### src/rtl/cla_pkg.sv
// Shared definitions for the sequential carry-lookahead adder controller.
//   state_e      : controller state encoding (IDLE=0, ADD=1, DONE=2)
//   SliceDefault : default width of the shared carry-lookahead slice
package cla_pkg;

  typedef enum logic [1:0] {
    StIdle = 2'd0,
    StAdd  = 2'd1,
    StDone = 2'd2
  } state_e;

  localparam int unsigned SliceDefault = 4;

endpackage

### src/rtl/cla_slice.sv
// Combinational WIDTH-bit carry-lookahead adder slice.
// Ports:
//   x, y : operand slices
//   ci   : carry into bit 0
//   s    : slice sum
//   co   : carry out of the MSB
module cla_slice #(
  parameter int unsigned WIDTH = 4
) (
  input  logic [WIDTH-1:0] x,
  input  logic [WIDTH-1:0] y,
  input  logic             ci,
  output logic [WIDTH-1:0] s,
  output logic             co
);

  logic [WIDTH-1:0] g;
  logic [WIDTH-1:0] p;
  logic [WIDTH:0]   c;

  assign g = x & y;
  assign p = x ^ y;

  // Each carry is expanded as a flat sum of generate/propagate products
  // rather than rippling from the previous carry.
  always_comb begin
    c    = '0;
    c[0] = ci;
    for (int i = 0; i < int'(WIDTH); i++) begin
      logic acc;
      logic prod;
      acc  = 1'b0;
      prod = 1'b1;
      for (int j = i; j >= 0; j--) begin
        acc  = acc | (prod & g[j]);
        prod = prod & p[j];
      end
      c[i+1] = acc | (prod & ci);
    end
  end

  assign s  = p ^ c[WIDTH-1:0];
  assign co = c[WIDTH];

endmodule

### src/rtl/cla_seq_add_ctrl.sv
// Sequential adder: one shared SLICE-bit carry-lookahead slice is reused
// over WIDTH/SLICE cycles, LSB slice first, to form {co,sum} = a + b + ci.
// WIDTH must be a multiple of SLICE.
// Ports:
//   clk, reset_n : clock, asynchronous active-low reset
//   start        : begin an addition (taken only when ready=1)
//   ready        : controller can accept start this cycle
//   a, b, ci     : operands and carry-in, captured on accept
//   sum, co      : registered result and final carry-out
//   done         : one-cycle pulse when sum/co become valid
module cla_seq_add_ctrl
  import cla_pkg::*;
#(
  parameter int unsigned WIDTH = 16,
  parameter int unsigned SLICE = SliceDefault
) (
  input  logic             clk,
  input  logic             reset_n,
  input  logic             start,
  output logic             ready,
  input  logic [WIDTH-1:0] a,
  input  logic [WIDTH-1:0] b,
  input  logic             ci,
  output logic [WIDTH-1:0] sum,
  output logic             co,
  output logic             done
);

  localparam int unsigned N    = WIDTH / SLICE;
  localparam int unsigned CntW = (N > 1) ? $clog2(N) : 1;
  localparam logic [CntW-1:0] LastCnt = CntW'(N - 1);

  state_e           state_q, state_d;
  logic [CntW-1:0]  cnt_q, cnt_d;
  logic             carry_q, carry_d;
  logic [WIDTH-1:0] a_q, a_d;
  logic [WIDTH-1:0] b_q, b_d;
  logic [WIDTH-1:0] sum_q, sum_d;
  logic             co_q, co_d;
  logic             done_q, done_d;

  int unsigned      slice_base;
  logic [SLICE-1:0] op_x, op_y, slice_s;
  logic             slice_co;

  assign slice_base = int'(cnt_q) * SLICE;
  assign op_x       = a_q[slice_base +: SLICE];
  assign op_y       = b_q[slice_base +: SLICE];

  cla_slice #(
    .WIDTH(SLICE)
  ) u_slice (
    .x (op_x),
    .y (op_y),
    .ci(carry_q),
    .s (slice_s),
    .co(slice_co)
  );

  assign ready = (state_q != StAdd);

  always_comb begin
    state_d = state_q;
    cnt_d   = cnt_q;
    carry_d = carry_q;
    a_d     = a_q;
    b_d     = b_q;
    sum_d   = sum_q;
    co_d    = co_q;
    done_d  = 1'b0;

    unique case (state_q)
      StAdd: begin
        sum_d[slice_base +: SLICE] = slice_s;
        carry_d                    = slice_co;
        if (cnt_q == LastCnt) begin
          // Counter parks at the last slice; it restarts on the next accept.
          state_d = StDone;
          co_d    = slice_co;
          done_d  = 1'b1;
        end else begin
          cnt_d = cnt_q + 1'b1;
        end
      end
      StIdle, StDone: begin
        if (start) begin
          state_d = StAdd;
          a_d     = a;
          b_d     = b;
          carry_d = ci;
          cnt_d   = '0;
          sum_d   = '0;
          co_d    = 1'b0;
        end else begin
          state_d = StIdle;
        end
      end
      default: state_d = StIdle;
    endcase
  end

  always_ff @(posedge clk or negedge reset_n) begin
    if (!reset_n) begin
      state_q <= StIdle;
      cnt_q   <= '0;
      carry_q <= 1'b0;
      a_q     <= '0;
      b_q     <= '0;
      sum_q   <= '0;
      co_q    <= 1'b0;
      done_q  <= 1'b0;
    end else begin
      state_q <= state_d;
      cnt_q   <= cnt_d;
      carry_q <= carry_d;
      a_q     <= a_d;
      b_q     <= b_d;
      sum_q   <= sum_d;
      co_q    <= co_d;
      done_q  <= done_d;
    end
  end

  assign sum  = sum_q;
  assign co   = co_q;
  assign done = done_q;

endmodule

### config.mk
export PLATFORM = sky130hd
export DESIGN_NAME = cla_seq_add_ctrl
export DESIGN_NICKNAME = d
export VERILOG_FILES = /design/src/rtl/cla_pkg.sv /design/src/rtl/cla_slice.sv /design/src/rtl/cla_seq_add_ctrl.sv
export SDC_FILE = /design/constraint.sdc
export NUM_CORES = 1
export LEC_CHECK = 0
export CORE_ASPECT_RATIO = 1.1
export CORE_MARGIN = 2
export CORE_UTILIZATION = 54
export CTS_CLUSTER_DIAMETER = 200
export DETAILED_ROUTE_END_ITERATION = 12
export GPL_TIMING_DRIVEN = 0
export PLACE_DENSITY = 0.8
export SLEW_MARGIN = 20
export SYNTH_ARGS = -nofsm -noshare
export SYNTH_HDL_FRONTEND = slang
export SYNTH_SLANG_ARGS = --single-unit
### constraint.sdc
create_clock -name clk -period 5.2 [get_ports clk]
set_input_delay 0.78 -clock clk [delete_from_list [all_inputs] [get_ports clk]]
set_output_delay 0.78 -clock clk [all_outputs]
set_load 0.1 [all_outputs]
# After elaboration in Yosys (flattened, before gate mapping)
# Cells that the tools add are included.
[word_totals] register_bits=55 out_inout_bits=19
[classes] muxes=16 n_addsub=2 n_bitwise=29 n_reduce_logical=7 n_eq_ne=7 shifts=4
[ops] op="$neg A4 Y34" n=1
[ops] op="$shift A4 B34 Y16 const A" n=1
[ops] op="$shiftx A4 B34 Y16" n=1
[ops] op="$pmux W16 S2" n=1
[ops] op="$shiftx A16 B5 Y4" n=2
[ops] op="$and A1 B1 Y1" n=16
[ops] op="$bwmux W16" n=1
[ops] op="$mux W16" n=1
[ops] op="$or A1 B1 Y1" n=10
[ops] op="$pmux W2 S2" n=2
[ops] op="$xor A4 B4 Y4" n=2
[ops] op="$mux W1" n=6
[ops] op="$mux W2" n=3
[ops] op="$ne A2 B2 Y1 const B" n=3
[ops] op="$reduce_and A3 Y1" n=2
[ops] op="$and A4 B4 Y4" n=1
[ops] op="$eq A2 B2 Y1 const B" n=2
[ops] op="$pmux W1 S2" n=2
[ops] op="$reduce_and A2 Y1" n=2
[ops] op="$add A2 B1 Y2 const B" n=1
[ops] op="$eq A2 B1 Y1 const B" n=1
[ops] op="$logic_not A2 Y1" n=1
[ops] op="$ne A2 B1 Y1 const B" n=1
[ops] op="$reduce_bool A2 Y1" n=1
[ops] op="$reduce_or A2 Y1" n=1

# Longest topological paths before layout
[depth] depth_word=10 mapped_depth=8

# Hierarchy
# From an unflattened synthesis, not the netlist that was laid out.
[unflattened] cells_unflattened=268 area_unflattened_um2=2792.7
[by_module_without_submodules] module="cla_seq_add_ctrl" area_each_um2=2645.0 cells_each=251 n_inst=1
[by_module_without_submodules] module="cla_slice" area_each_um2=147.6 cells_each=17 n_inst=1

# Least setup slack after synthesis
# OpenSTA, ideal clock, no wires.
[synth_path] path_kind="register to register" from="register cnt_q[0]" to="register sum_q[11] (netlist: sum[11])" path_buffers=2 synth_period_minus_slack_ps=2643 stages_incl_launch_ff=9 path_slack_ps=2557 setup_time_ps=123 t_arrival_ps=2521 path_cell_list="dfrtp_1 -> clkbuf_2 -> buf_6 -> mux4_2 -> ha_1 -> a21o_1 -> a2111oi_4 -> nor4_4 -> a22o_1"
[synth_via] elab_chain_len=10 word_cells_on_any_way=25 cone_classes="add/sub: 1; shift: 4; mux: 2; bitwise: 18"
[synth_rtl] element="start: declaration" line_no="cla_seq_add_ctrl.sv:34" rtl="logic [CntW-1:0] cnt_q, cnt_d;"
[synth_rtl] element="start signal: assignment" line_no="cla_seq_add_ctrl.sv:114" rtl="cnt_q <= cnt_d;"
[synth_rtl] element="$shiftx A16 B5 Y4 (on tied branches)" line_no="cla_seq_add_ctrl.sv:47, cla_seq_add_ctrl.sv:48"
[synth_rtl] element="$xor A4 B4 Y4 / $and A4 B4 Y4 (equally long branches)" line_no="cla_slice.sv:22, cla_slice.sv:21"
[synth_rtl] element="$and A1 B1 Y1 (on tied branches)" line_no="cla_slice.sv:35, cla_slice.sv:36"
[synth_rtl] element="$or A1 B1 Y1 (tied with other cells)" line_no="cla_slice.sv:35" rtl="acc = acc | (prod & g[j]);"
[synth_rtl] element="$or A1 B1 Y1 / $and A1 B1 Y1 (equally long branches)" line_no="cla_slice.sv:35, cla_slice.sv:38"
[synth_rtl] element="$or A1 B1 Y1" line_no="cla_slice.sv:38" rtl="c[i+1] = acc | (prod & ci);"
[synth_rtl] element="$xor A4 B4 Y4" line_no="cla_slice.sv:42" rtl="assign s = p ^ c[WIDTH-1:0];"
[synth_rtl] element="$shiftx A4 B34 Y16" line_no="cla_seq_add_ctrl.sv:74" rtl="sum_d[slice_base +: SLICE] = slice_s;"
[synth_rtl] element="$bwmux W16 (*)" line_no="cla_seq_add_ctrl.sv:74"
[synth_rtl] element="$pmux W16 S2 (*)" line_no="cla_seq_add_ctrl.sv:72" rtl="unique case (state_q)"
[synth_rtl] element="end signal: assignment" line_no="cla_seq_add_ctrl.sv:118" rtl="sum_q <= sum_d;"
[synth_rtl] element="end: declaration" line_no="cla_seq_add_ctrl.sv:38" rtl="logic [WIDTH-1:0] sum_q, sum_d;"
# Mark *: on every way between the ends. The rest lies on a longest branch, timed or not.
# A chain may end at the register's enable or synchronous reset.

# Final worst setup path
[layout_path] from="register state_q[0]" to="output ready"
[layout_via] elab_chain_len=1
[layout_rtl] element="start: declaration" line_no="cla_seq_add_ctrl.sv:33" rtl="state_e state_q, state_d;"
[layout_rtl] element="start signal: assignment" line_no="cla_seq_add_ctrl.sv:104" rtl="state_q <= StIdle;"
[layout_rtl] element="start signal: assignment" line_no="cla_seq_add_ctrl.sv:113" rtl="state_q <= state_d;"
[layout_rtl] element="$ne A2 B1 Y1" line_no="cla_seq_add_ctrl.sv:60" rtl="assign ready = (state_q != StAdd);"
[layout_rtl] element="end: declaration" line_no="cla_seq_add_ctrl.sv:20" rtl="output logic ready,"
# Every way passes these cells.

==> run metrics <==
relative slew slack 34.6%; netlist area before placement 2560 sq um; clk sink count 55; Iter 0 DRT Violations 131; status finished, final reports clean; routed wire length per instance 14.3 um; proportion of synthesized chip area in sequential cells 53.7%; Syn-to-layout area delta 26.6%; fin nets 354; main area contributors after synthesis sky130_fd_sc_hd__dfrtp_1, sky130_fd_sc_hd__nand2_1, sky130_fd_sc_hd__mux4_2; biggest area consumer among synthesized cells sky130_fd_sc_hd__dfrtp_1; fraction of the mapped netlist area in adder cells 5.66%; via count of the first global-routing pass 2020; die boundary width 69.7 um; Post-synth EDFFs 0; number of rows in the core area 26; Congestion Overflow GR 0; peak clock frequency supported by timing 326 MHz; share of layout cells above drive strength 1 8.17%; antenna fix cells 0; final-report hold violation count 0; gate family responsible for the most delay along the worst path buffers and inverters; First-pass DRT Iterations 4; per-instance average area after synthesis 10.4 sq um; routability congestion estimate from global placement 0.877; Tcrit/Tclk final 59.0%; final worst path period need 3070 ps; required time at the endpoint of the critical path 4420 ps; xor/xnor cell area share of the yosys netlist 0.684%; capturing element type of the critical path output port; global-route wire length before repair 9160 um; antenna violations before repair 0; slowest cell delay on critical path 1130 ps; sum of negative setup slack 0 ps; unrepaired setup endpoints after global routing false; most common library cells after synthesis sky130_fd_sc_hd__nand2_1, sky130_fd_sc_hd__dfrtp_1, sky130_fd_sc_hd__a22o_1; total global-route track usage 21.9%; Buffers & Inverters on Critical Path 3; max-cap violation count 0; residual antenna-violating net count after detailed routing 0; Slowest cell on crit path sky130_fd_sc_hd__clkdlybuf4s50_1; footprint of the multi-input gates 1100 sq um; setup fix buffers added after clock tree synthesis 0; fill count 372; post-CTS clock slew at the launch and capture registers of the worst setup and hold paths 90 ps; CTS Buf Count 5; clk_skew 8.86 ps; largest family of logic cells by synthesized area simple AND/OR/NAND/NOR gates; Vert. Die Dim 76.3 um; area enclosed by the die boundary 5310 sq um; count of yosys warnings during synthesis 0; number of buffer cells added on primary ports 54; distinct cell type count after synthesis 31; slew of the pin with the lowest slew margin 977 ps; arrival time at the worst endpoint 2290 ps; wire length reported by the detailed router 5170 um; H-tree Lvls 2; Vias 1918; most frequently used flop master after synthesis sky130_fd_sc_hd__dfrtp_1; sequence of cells on the critical path nor2b_1 > buf_2 > inv_1 > clkdlybuf4s50_1; total of hold buffers inserted after clock tree synthesis 0; Worst-Skew Late Latency 310 ps; async set-or-reset flop fraction in the synthesized netlist 100%; remaining routing DRC violations 0; fin. max-slew vios 0; Gates resized, CTS repair 0; root buffer cell sky130_fd_sc_hd__clkbuf_8; maximum number of pins on one net before global-route repair 56; maximum clock insertion buffer count 2; top-level port count 55; Syn Nets 293; worst-path maximum fanout 9; CTS tree yes; post-synth top area share 53.7%; basic-gate share of the synthesized area counting and, or, nand and nor cells 20.4%; placeable core area 4620 sq um; via/cell ratio 5.30; path category of the worst min-delay check flop to flop; library cell with the highest instance count after synthesis sky130_fd_sc_hd__nand2_1; detailed-placement wirelength estimate 3820 um; starting density of the core 55.5%; Final setup viols 0; register bit count reported by yosys 55; synthesized instance count 246; share of the synthesized area in compound gates (AO/OA/AOI/OAI) 9.18%; crit path launch type flop; multiplexer fraction of the synthesized cell area 7.03%; register area 1380 sq um; classification of the worst setup path flop to output port
-- state kept, by name, summed over array words and instances (netlist names) --
name     cells
state_q      2
b_q         16
cnt_q        2
a_q         16
done         1
sum         16
co           1
carry_q      1
-- kinds of logic (layout without fill, tap and decap cells) --
group	after synthesis	count (layout)
buf+inv	19	79
xor+xnor	2	2
simple gates	122	122
mux	8	8
fa+ha+maj	11	11
flops	55	55
compound gates	29	29
-- layer usage --
layer / up-vias / wire length (um) / global-route usage (%)
met1: 920 / 2300 / 28.2
met4: 0 / 84 / 7.88
met3: 5 / 209 / 4.23
li1: 945 / - / -
met2: 48 / 2580 / 37.1
met5: - / 0 / 0
-- area by class of cell --
class / count / area share [%]
buffer: 12 / 1.85
clock buffer: 6 / 2.24
inverter: 7 / 0.810
multi-input combinational: 172 / 33.9
sequential: 55 / 42.4
tap: 56 / 2.16
timing repair buffer: 54 / 16.6
-- stage by stage --
step           cell area (sq um)  cells  util [%]  hold slack, ps  setup WS (ps)
3_3_place_gp                3170    356      68.7             454           1730
5_1_grt                     3240    362      70.2             511           2070
4_1_cts                     3240    362      70.2             480           2150
6_report                    3240    362      70.2             479           2130
3_5_place_dp                3170    356      68.6             459           2350
2_1_floorplan               2560    246         -             440           2560
-- worst reg2reg max path, stage by stage (launching register included) --
cell                       delay [ps]
sky130_fd_sc_hd__dfrtp_1          410
sky130_fd_sc_hd__clkbuf_2         240
sky130_fd_sc_hd__buf_6            200
sky130_fd_sc_hd__mux4_2           580
sky130_fd_sc_hd__ha_1             330
sky130_fd_sc_hd__a21o_1           220
sky130_fd_sc_hd__and4_4           210
sky130_fd_sc_hd__nor4_4           400
sky130_fd_sc_hd__a22o_1           210
-- cells in the final DEF (no fill, tap or decap) --
cell and instances:
sky130_fd_sc_hd__nand2_1 102, sky130_fd_sc_hd__dfrtp_1 55, sky130_fd_sc_hd__clkdlybuf4s50_1 53, sky130_fd_sc_hd__a22o_1 14
sky130_fd_sc_hd__ha_1 10, sky130_fd_sc_hd__mux4_2 8, sky130_fd_sc_hd__inv_1 7, sky130_fd_sc_hd__a21oi_1 7
sky130_fd_sc_hd__clkbuf_1 5, sky130_fd_sc_hd__nor3_1 5, sky130_fd_sc_hd__clkbuf_8 5, sky130_fd_sc_hd__nor2b_1 3
sky130_fd_sc_hd__buf_1 3, sky130_fd_sc_hd__nand4_1 3, sky130_fd_sc_hd__nand3_1 3, sky130_fd_sc_hd__o21ai_0 3
sky130_fd_sc_hd__buf_2 2, sky130_fd_sc_hd__buf_4 2, sky130_fd_sc_hd__nand2b_1 2, sky130_fd_sc_hd__clkbuf_2 1
sky130_fd_sc_hd__buf_6 1, sky130_fd_sc_hd__a21o_2 1, sky130_fd_sc_hd__xnor2_1 1, sky130_fd_sc_hd__xor2_1 1
sky130_fd_sc_hd__a21o_1 1, sky130_fd_sc_hd__a2111oi_4 1, sky130_fd_sc_hd__and4_4 1, sky130_fd_sc_hd__nor4_4 1
sky130_fd_sc_hd__o41ai_1 1, sky130_fd_sc_hd__nor3_2 1, sky130_fd_sc_hd__and3_1 1, sky130_fd_sc_hd__a22o_2 1
sky130_fd_sc_hd__fa_1 1
-- path summary, 6_finish.rpt --
kind / end / from / depth (start not counted) / slack (ps)
max: ready / state_q[0]$_DFFE_PN0N_ / 4 / 2130
min: b_q[8]$_DFFE_PN0P_ / b_q[8]$_DFFE_PN0P_ / 2 / 480
max reg2reg: sum[3]$_DFFE_PN0P_ / cnt_q[0]$_DFFE_PN0P_ / 8 / 2330
min in group asynchronous: a_q[1]$_DFFE_PN0P_ / reset_n / 1 / 490
max in group asynchronous: cnt_q[0]$_DFFE_PN0P_ / reset_n / 1 / 4250
min reg2reg: b_q[8]$_DFFE_PN0P_ / b_q[8]$_DFFE_PN0P_ / 2 / 480
Power is not shown: default switching activity piles up to over one toggle a cycle in this logic, so the estimate is an artifact.
